### src/rtl/track_fifo_pkg.sv
// Shared constants and types for the track FIFO with eager fanout fork.
package track_fifo_pkg;

    localparam int unsigned DEFAULT_WIDTH    = 16;
    localparam int unsigned DEFAULT_NUM_DEST = 9;
    localparam int unsigned DEFAULT_DEPTH    = 2;

    // Occupancy counter for the default depth (holds 0..DEPTH inclusive).
    typedef logic [$clog2(DEFAULT_DEPTH + 1)-1:0] count_t;

    // One bit per fanout destination (decoded select).
    typedef logic [DEFAULT_NUM_DEST-1:0] dest_mask_t;

endpackage

### src/rtl/eager_fork_mask.sv
// Eager fork: each connected destination takes the head independently; the
// head retires once every connected destination has either taken it in an
// earlier cycle or takes it in the current one.
module eager_fork_mask #(
    parameter int unsigned NUM_DEST = 9
) (
    input  logic                clk,
    input  logic                reset,
    input  logic                head_valid,
    input  logic [NUM_DEST-1:0] mask,
    input  logic [NUM_DEST-1:0] out_ready,
    input  logic                pop,
    output logic [NUM_DEST-1:0] out_valid,
    output logic                done
);

    logic [NUM_DEST-1:0] taken;
    logic [NUM_DEST-1:0] need;
    logic [NUM_DEST-1:0] fire;

    // Per-destination handshake and the all-taken condition for retiring the head.
    always_comb begin
        need      = mask & ~taken;
        out_valid = {NUM_DEST{head_valid}} & need;
        fire      = out_valid & out_ready;
        done      = &(~mask | taken | fire);
    end

    // Remember which destinations already have the current head; clear on retire.
    // head_valid arrives gated by clk_en, so fire and pop are both 0 during a stall.
    always_ff @(posedge clk) begin
        if (reset) begin
            taken <= '0;
        end else if (pop) begin
            taken <= '0;
        end else begin
            taken <= taken | fire;
        end
    end

endmodule

### src/rtl/track_fifo_fork.sv
// Routing-track FIFO (or combinational bypass) feeding an eager fanout fork.
module track_fifo_fork
    import track_fifo_pkg::*;
#(
    parameter int unsigned WIDTH    = DEFAULT_WIDTH,
    parameter int unsigned NUM_DEST = DEFAULT_NUM_DEST,
    parameter int unsigned DEPTH    = DEFAULT_DEPTH
) (
    input  logic                clk,
    input  logic                reset,
    input  logic                clk_en,
    input  logic                cfg_fifo_en,
    input  logic [NUM_DEST-1:0] cfg_dest_mask,
    input  logic [WIDTH-1:0]    in_data,
    input  logic                in_valid,
    output logic                in_ready,
    output logic [WIDTH-1:0]    out_data,
    output logic [NUM_DEST-1:0] out_valid,
    input  logic [NUM_DEST-1:0] out_ready
);

    localparam int unsigned PTR_W = (DEPTH > 1) ? $clog2(DEPTH) : 1;
    localparam int unsigned CNT_W = $clog2(DEPTH + 1);
    localparam logic [CNT_W-1:0] CNT_FULL = CNT_W'(DEPTH);

    logic [WIDTH-1:0] mem [DEPTH];
    logic [PTR_W-1:0] rd_ptr;
    logic [PTR_W-1:0] wr_ptr;
    logic [CNT_W-1:0] count;

    logic active;
    logic head_valid;
    logic head_valid_gated;
    logic done;
    logic push;
    logic pop;

    assign active           = clk_en & ~reset;
    assign head_valid_gated = head_valid & active;

    // Mode mux: registered head from storage, or the upstream beat passed straight through.
    always_comb begin
        if (cfg_fifo_en) begin
            head_valid = (count != '0);
            out_data   = mem[rd_ptr];
            in_ready   = (count != CNT_FULL) & active;
        end else begin
            head_valid = in_valid;
            out_data   = in_data;
            in_ready   = done & active;
        end
    end

    // Storage is only written in FIFO mode; in bypass the pop is the upstream handshake.
    always_comb begin
        push = cfg_fifo_en & in_valid & in_ready;
        pop  = head_valid & done & clk_en;
    end

    eager_fork_mask #(
        .NUM_DEST(NUM_DEST)
    ) u_fork (
        .clk       (clk),
        .reset     (reset),
        .head_valid(head_valid_gated),
        .mask      (cfg_dest_mask),
        .out_ready (out_ready),
        .pop       (pop),
        .out_valid (out_valid),
        .done      (done)
    );

    // Data storage; no reset needed since occupancy guards every read.
    always_ff @(posedge clk) begin
        if (push) begin
            mem[wr_ptr] <= in_data;
        end
    end

    // Pointer and occupancy bookkeeping; held at zero in bypass mode.
    always_ff @(posedge clk) begin
        if (reset || !cfg_fifo_en) begin
            rd_ptr <= '0;
            wr_ptr <= '0;
            count  <= '0;
        end else begin
            if (push) begin
                wr_ptr <= wr_ptr + PTR_W'(1);
            end
            if (pop) begin
                rd_ptr <= rd_ptr + PTR_W'(1);
            end
            case ({push, pop})
                2'b10:   count <= count + CNT_W'(1);
                2'b01:   count <= count - CNT_W'(1);
                default: count <= count;
            endcase
        end
    end

endmodule

### config.mk
export PLATFORM = sky130hd
export DESIGN_NAME = track_fifo_fork
export DESIGN_NICKNAME = d
export VERILOG_FILES = /design/src/rtl/track_fifo_pkg.sv /design/src/rtl/eager_fork_mask.sv /design/src/rtl/track_fifo_fork.sv
export SDC_FILE = /design/constraint.sdc
export NUM_CORES = 1
export LEC_CHECK = 0
export CAP_MARGIN = 0
export CORE_MARGIN = 4
export CORE_UTILIZATION = 41
export DETAILED_ROUTE_END_ITERATION = 8
export PLACE_DENSITY = 0.87
export SETUP_SLACK_MARGIN = 0.5
export SLEW_MARGIN = 20
export SYNTH_ARGS = -nofsm -noshare
export SYNTH_HDL_FRONTEND = slang
export SYNTH_SLANG_ARGS = --single-unit
### constraint.sdc
create_clock -name clk -period 2.7 [get_ports clk]
set_input_delay 0.675 -clock clk [delete_from_list [all_inputs] [get_ports clk]]
set_output_delay 0.675 -clock clk [all_outputs]
set_load 0.01 [all_outputs]
==> results of run 1 <==
==> worst paths after layout <==
path	end	slack (ns)	startpoint	cells after the start
max	in_ready	0.04	out_ready[3]	6
min	u_fork.taken[2]	0.47	u_fork.taken[2]	2
max reg2reg	count[1]	0.16	count[1]	13
min reg2reg	u_fork.taken[2]	0.47	u_fork.taken[2]	2
==> layout make-up <==
type / count / area (um2)
tap: 67 / 83.8
clock buffer: 5 / 68.8
timing repair buffer: 107 / 956
antenna: 1 / 2.50
fill: 358 / 1470
sequential: 46 / 1240
multi-input combinational: 127 / 930
clock inverter: 3 / 23.8
inverter: 4 / 15.0
==> timing repair <==
item	in CTS	in global routing
buffers inserted	14	1
cloned	3	0
resized for setup	153	25
pin swaps	13	5
setup endpoints to repair	71	38
==> flip-flops by register name (all words and copies together) (netlist names), named ones only <==
signal	cells
mem	32
count	2
wr_ptr	1
rd_ptr	1
u_fork.taken	9
==> report_power, final <==
group,switching (mW),internal (mW),total [mW]
Clock,0.246,0.185,0.431
Sequential,0.00272,0.760,0.763
Combinational,0.104,0.121,0.225
==> metal layers <==
metal	part of all wire, %	vias to the layer above
met5	0	-
met3	7.8	17
li1	-	888
met4	2.9	0
met1	38	844
met2	51	84
==> per-stage QoR <==
| stage | utilization (%) | setup TNS [ns] | power, mW |
|---|---|---|---|
| after floorplan | - | 0 | 0.855 |
| after global placement | 62.4 | -13.35 | 0.981 |
| after detailed placement | 62.4 | -15.30 | 0.986 |
| after CTS | 67.6 | 0 | 1.42 |
| after global routing | 69.4 | -0.0872 | 1.48 |
| final | 69.4 | 0 | 1.42 |
==> cells by family after synthesis <==
kind of cell               Yosys count  synth area share, %
adders and majority gates            1                0.611
and+or+nand+nor                     64                 14.7
muxes                               16                 7.82
AOI/OAI and AO/OA                   41                 11.6
DFF                                 46                 60.6
buffers and inverters               13                 3.36
xor gates and xnor gates             3                 1.28
==> critical path: stages <==
cell and delay, ns:
clkdlybuf4s50_1 0.48, a41oi_1 0.14, a31oi_1 0.23, nand4b_1 0.17
a21oi_2 0.14, buf_2 0.14
==> cells in the final DEF, fill, tap and decap left out, types with 3 or more instances in the layout <==
master	count
nand2b_1	8
nor2_1	23
nor2_4	5
clkdlybuf4s15_2	11
buf_4	32
a41oi_2	5
clkdlybuf4s50_1	14
buf_6	8
buf_2	18
dlygate4sd2_1	13
a21oi_1	27
edfxtp_1	32
inv_1	4
dlymetal6s2s_1	7
and3_1	3
a21oi_2	3
dfxtp_1	14
clkbuf_8	5
nor2_2	10
mux2i_1	16
==> impl_results.md, run 1 <==
* Drt initial violations at 84
* Synth Instances at 184
* Dpl cells at 333
* Clk_skew at 0.00782 ns
* Die width at 78.7 um
* Main flop type after synthesis: edfxtp_1
* Main area contributors after synthesis: edfxtp_1 (47%), dfxtp_1 (14%), mux2i_1 (7.8%), a21oi_1 (7.3%), nor2_1 (7.0%)
* Worst-path maximum fanout at 2
* Final non-filler cell total at 360
* Hpwl dp at 3550 um
* Share of the synthesized area in the top cell type at 46.9%
* Num CTS Buffers at 5
* Worst setup margin at 0.0352 ns
* Fin nets at 331
* Clock Sinks at 46
* Met2 Resource Use GR at 31.1%
* Initial antenna violation count at 1
* Status: finished clean
* Fmax at 375 MHz
* Avg Cell Area, Syn at 11.1 um2
* Avg Vias per Cell at 5.09
* Most instantiated library cell after synthesis: nor2_1
* Fin. Hold Viols at 0
* DR WL/cell at 15.0 um
* CP Class: in -> out
* All-layer global routing usage at 17.6%
* GR Util met1 at 18.9%
* DRC at 0
* Pwr/cell area at 427 mW/mm2
* GPL Wtd Cong at 0.884
* Relative slew slack at 75.6%
* Vias in the first global route at 1948
* Synth unique cells at 28
* DR pass1 iterations at 4
* Area leader, netlist: edfxtp_1
* Worst vdd ir at 0.000221 V
* Area delta synth->final at 62.2%
* Fin. max-slew vios at 0
* Most frequent cells after synthesis: nor2_1 (38), edfxtp_1 (32), a21oi_1 (30)
* Final Cell Area at 0.00332 mm2
* Placed Area at 0.00298 mm2
* CORE AREA at 0.00479 mm2
* Arrival time worst endpoint at 1.99 ns
* Number of enable flip-flop cells after synthesis at 32
* Final setup violating endpoints at 0
* Top Ports at 65
* Worst-Margin Slew at 0.361 ns
* LEAKAGE at 1.28 nW
* # H-tree levels at 2
* CTS Hold Buffers Added at 0
* Tcrit/Tclk final at 98.7%
* Routed Antenna Nets at 0
* FF+latch count, synth at 46
* Required time worst endpoint at 2.03 ns
* DIE AREA at 0.00619 mm2
* Ys async rst share at 0%
* Met3 usage at 5.39%
* Max Cap Violations at 0
* Port Buffers at 64
* Clk buf depth at 2
* DP Worst Slack at -0.899 ns
* Startpoint types: input pin
* Synthesized area at 0.00205 mm2
* Effective utilization at floorplan at 42.8%
* Final wirelength at 5400 um
* WHS at 0.469 ns
* Part of the Yosys area used for sequential elements at 60.6%
* Largest net degree at the start of global routing at 35
* Worst-path clk slew at 0.09 ns
* Row Count at 25
* Syn Nets at 224
* Die Ht at 78.7 um
* Most used routing layer: met2
* Worst Hold Class: reg -> reg
* Worst-Skew Late Latency at 0.30 ns
* Min Tclk post-route at 2.66 ns
* Clk root buf: clkbuf_8
* Yosys warning total at 0
* Share of cells above drive strength 1 at 39.4%
* Crit end category: primary output
* RSZ-0062 raised after global routing: true
* Global route overflow at 0
* First-pass GRT wire length at 8610 um
* TritonCTS clock tree: done
* Via count at 1833
Power figures use the tool's default switching activity.
==> inputs of run 2 (changes only) <==
--- a/config.mk
+++ b/config.mk
@@ -8,7 +8,9 @@
 export CAP_MARGIN = 0
 export CORE_MARGIN = 4
 export CORE_UTILIZATION = 41
+export CTS_BUF_LIST = sky130_fd_sc_hd__clkbuf_16
 export DETAILED_ROUTE_END_ITERATION = 8
+export GPL_TIMING_DRIVEN = 0
 export PLACE_DENSITY = 0.87
 export SETUP_SLACK_MARGIN = 0.5
 export SLEW_MARGIN = 20
==> run 2 against run 1 <==
  * The run now ends with setup timing left
  * Cell count is 0.28% higher
  * Register-to-register slack worse by 0.02 ns
  * Worst setup slack worse by 0.16 ns
  * Critical path type unchanged
==> impl_results.md, run 2 (synthesis gave the netlist of run 1 again) <==
* Pwr/cell area at 477 mW/mm2
* Max Cap Violations at 0
* Most frequent cells in the layout: edfxtp_1 (32), buf_6 (24), a21oi_1 (23)
* Biggest register: mem
* R2r worst-path depth at 14
* Sequential share of power at 44.7%
* Die Ht at 78.7 um
* Clock Sinks at 46
* Crit path launch: cfg_dest_mask[6]
* LEAKAGE at 1.36 nW
* Worst-Margin Slew at 0.434 ns
* Fin nets at 332
* Final non-filler cell total at 361
* Overall Power at 1.71 mW
* Worst-path clk slew at 0.06 ns
* Worst setup margin at -0.125 ns
* Routed Antenna Nets at 0
* Fin. Hold Viols at 0
* Clk_skew at 0.00273 ns
* Required time worst endpoint at 2.03 ns
* TritonCTS clock tree: done
* Global route overflow at 0
* Worst-path maximum fanout at 2
* Most common cell after layout, fill and taps aside: edfxtp_1
* WHS at 0.483 ns
* Startpoint types: input pin
* Fin. max-slew vios at 0
* Worst reg2reg endpoint: count[1]
* Clk buf depth at 2
* RSZ-0062 raised after global routing: true
* Sw Share at 22.1%
* Ordered list of cells on the worst path: clkdlybuf4s50_1 -> nand2b_1 -> a41oi_2 -> nor4_4 -> nand4b_1 -> a21oi_2 -> buf_2
* Final core utilization at 75.0%
* Worst Hold Class: reg -> reg
* Area delta synth->final at 75.4%
* Clock power frac at 40.4%
* Final Cell Area at 0.00359 mm2
* Row Count at 25
* First-pass GRT wire length at 9080 um
* Via count at 1893
* Max reg flops at 32
* DR pass1 iterations at 5
* Combinational Power Share at 14.9%
* Fillers at 299
* CP Class: in -> out
* # H-tree levels at 2
* Hpwl dp at 3400 um
* Arrival time worst endpoint at 2.15 ns
* DIE AREA at 0.00619 mm2
* DRC at 0
* R2r setup slk at 0.14 ns
* Status: finished, violations left
* CORE AREA at 0.00479 mm2
* Largest net degree at the start of global routing at 17
* Psw at 0.378 mW
* Final wirelength at 6340 um
* Setup crit end: in_ready
* Worst-Skew Late Latency at 0.28 ns
* Top Ports at 65
* Avg Vias per Cell at 5.24
* All-layer global routing usage at 18.9%
* Dpl cells at 314
* Post-route setup TNS at -0.209 ns
* Violated checks: setup timing
* Internal at 1.33 mW
* Effective utilization at floorplan at 42.8%
* Drt initial violations at 127
* Initial antenna violation count at 1
* Vias in the first global route at 1902
* Worst r2r src: count[0]
* Port Buffers at 63
* GPL Wtd Cong at 0.772
* Min Tclk post-route at 2.82 ns
* Slowest stage cell, crit path: clkdlybuf4s50_1
* Share of cells above drive strength 1 at 42.7%
* DP Worst Slack at -1.11 ns
* Crit-path max cell delay at 0.44 ns
* Clk root buf: clkbuf_16
* Relative slew slack at 71.0%
* Fmax at 354 MHz
* Top flop regs: mem x32, u_fork.taken x9, count x2
* Die width at 78.7 um
* Num CTS Buffers at 5
* Worst vdd ir at 0.000288 V
* DR WL/cell at 17.6 um
* Placed Area at 0.00280 mm2
* Tcrit/Tclk final at 105%
* Crit end category: primary output
* Final setup violating endpoints at 2
## run 2: cell types whose count changed in the layout (fill, tap and decap cells not counted), moves of 4 or more
cell	delta
clkdlybuf4s15_2	-6
buf_4	-11
clkbuf_8	-4
clkbuf_16	+6
buf_6	+16
a21oi_1	-4
a21oi_2	+4
## run 2: power by group through the flow
stage / sequential [mW] / combinational, mW / clock, mW
floorplan: 0.779 / 0.0760 / 0
global placement: 0.779 / 0.189 / 0
detailed placement: 0.779 / 0.192 / 0
CTS: 0.764 / 0.225 / 0.707
global route: 0.765 / 0.271 / 0.732
finish: 0.765 / 0.255 / 0.691
## run 2: routing by layer
| metal | track usage [%] | vias to the layer above | part of all wire [%] |
|---|---|---|---|
| met5 | 0 | - | 0 |
| met4 | 8.74 | 0 | 2.4 |
| met3 | 5.96 | 20 | 8.4 |
| met2 | 33.4 | 85 | 51 |
| met1 | 20.6 | 901 | 38 |
| li1 | - | 887 | - |
## run 2: worst min-delay path by stage
stage / end / startpoint / slack (ns) / cells after the start
4_1_cts: u_fork.taken[5] / u_fork.taken[5] / 0.47 / 2
6_report: u_fork.taken[0] / u_fork.taken[0] / 0.48 / 2
3_5_place_dp: u_fork.taken[5] / u_fork.taken[5] / 0.45 / 2
2_1_floorplan: u_fork.taken[0] / u_fork.taken[0] / 0.43 / 2
5_1_grt: u_fork.taken[0] / u_fork.taken[0] / 0.52 / 2
3_3_place_gp: u_fork.taken[5] / u_fork.taken[5] / 0.44 / 2
## run 2: worst max-delay path, delay by kind of cell
family | cells | cell delay [ns]
compound gates | 2 | 0.22
buf+inv | 2 | 0.58
simple gates | 3 | 0.67
## run 2: area by class of cell
cell class              count  area [um2]  share of cell area (%)
multi-input cells         126        1030                    28.8
plain buffers               9         123                    3.42
diodes                      1        2.50                  0.0697
clock inverters             3        43.8                    1.22
well taps                  67        83.8                    2.34
clock buffers               5         125                    3.49
repair buffers            100         923                    25.7
inverters                   4        15.0                   0.418
flip-flops and latches     46        1240                    34.6
## run 2: timing repair
action / in CTS / in global routing
resized for setup: 185 / 37
pin swaps: 26 / 19
cloned: 2 / 1
setup endpoints to repair: 71 / 68
hold endpoints to repair: 0 / 0
setup buffers: 26 / 9
hold buffers: 0 / 0
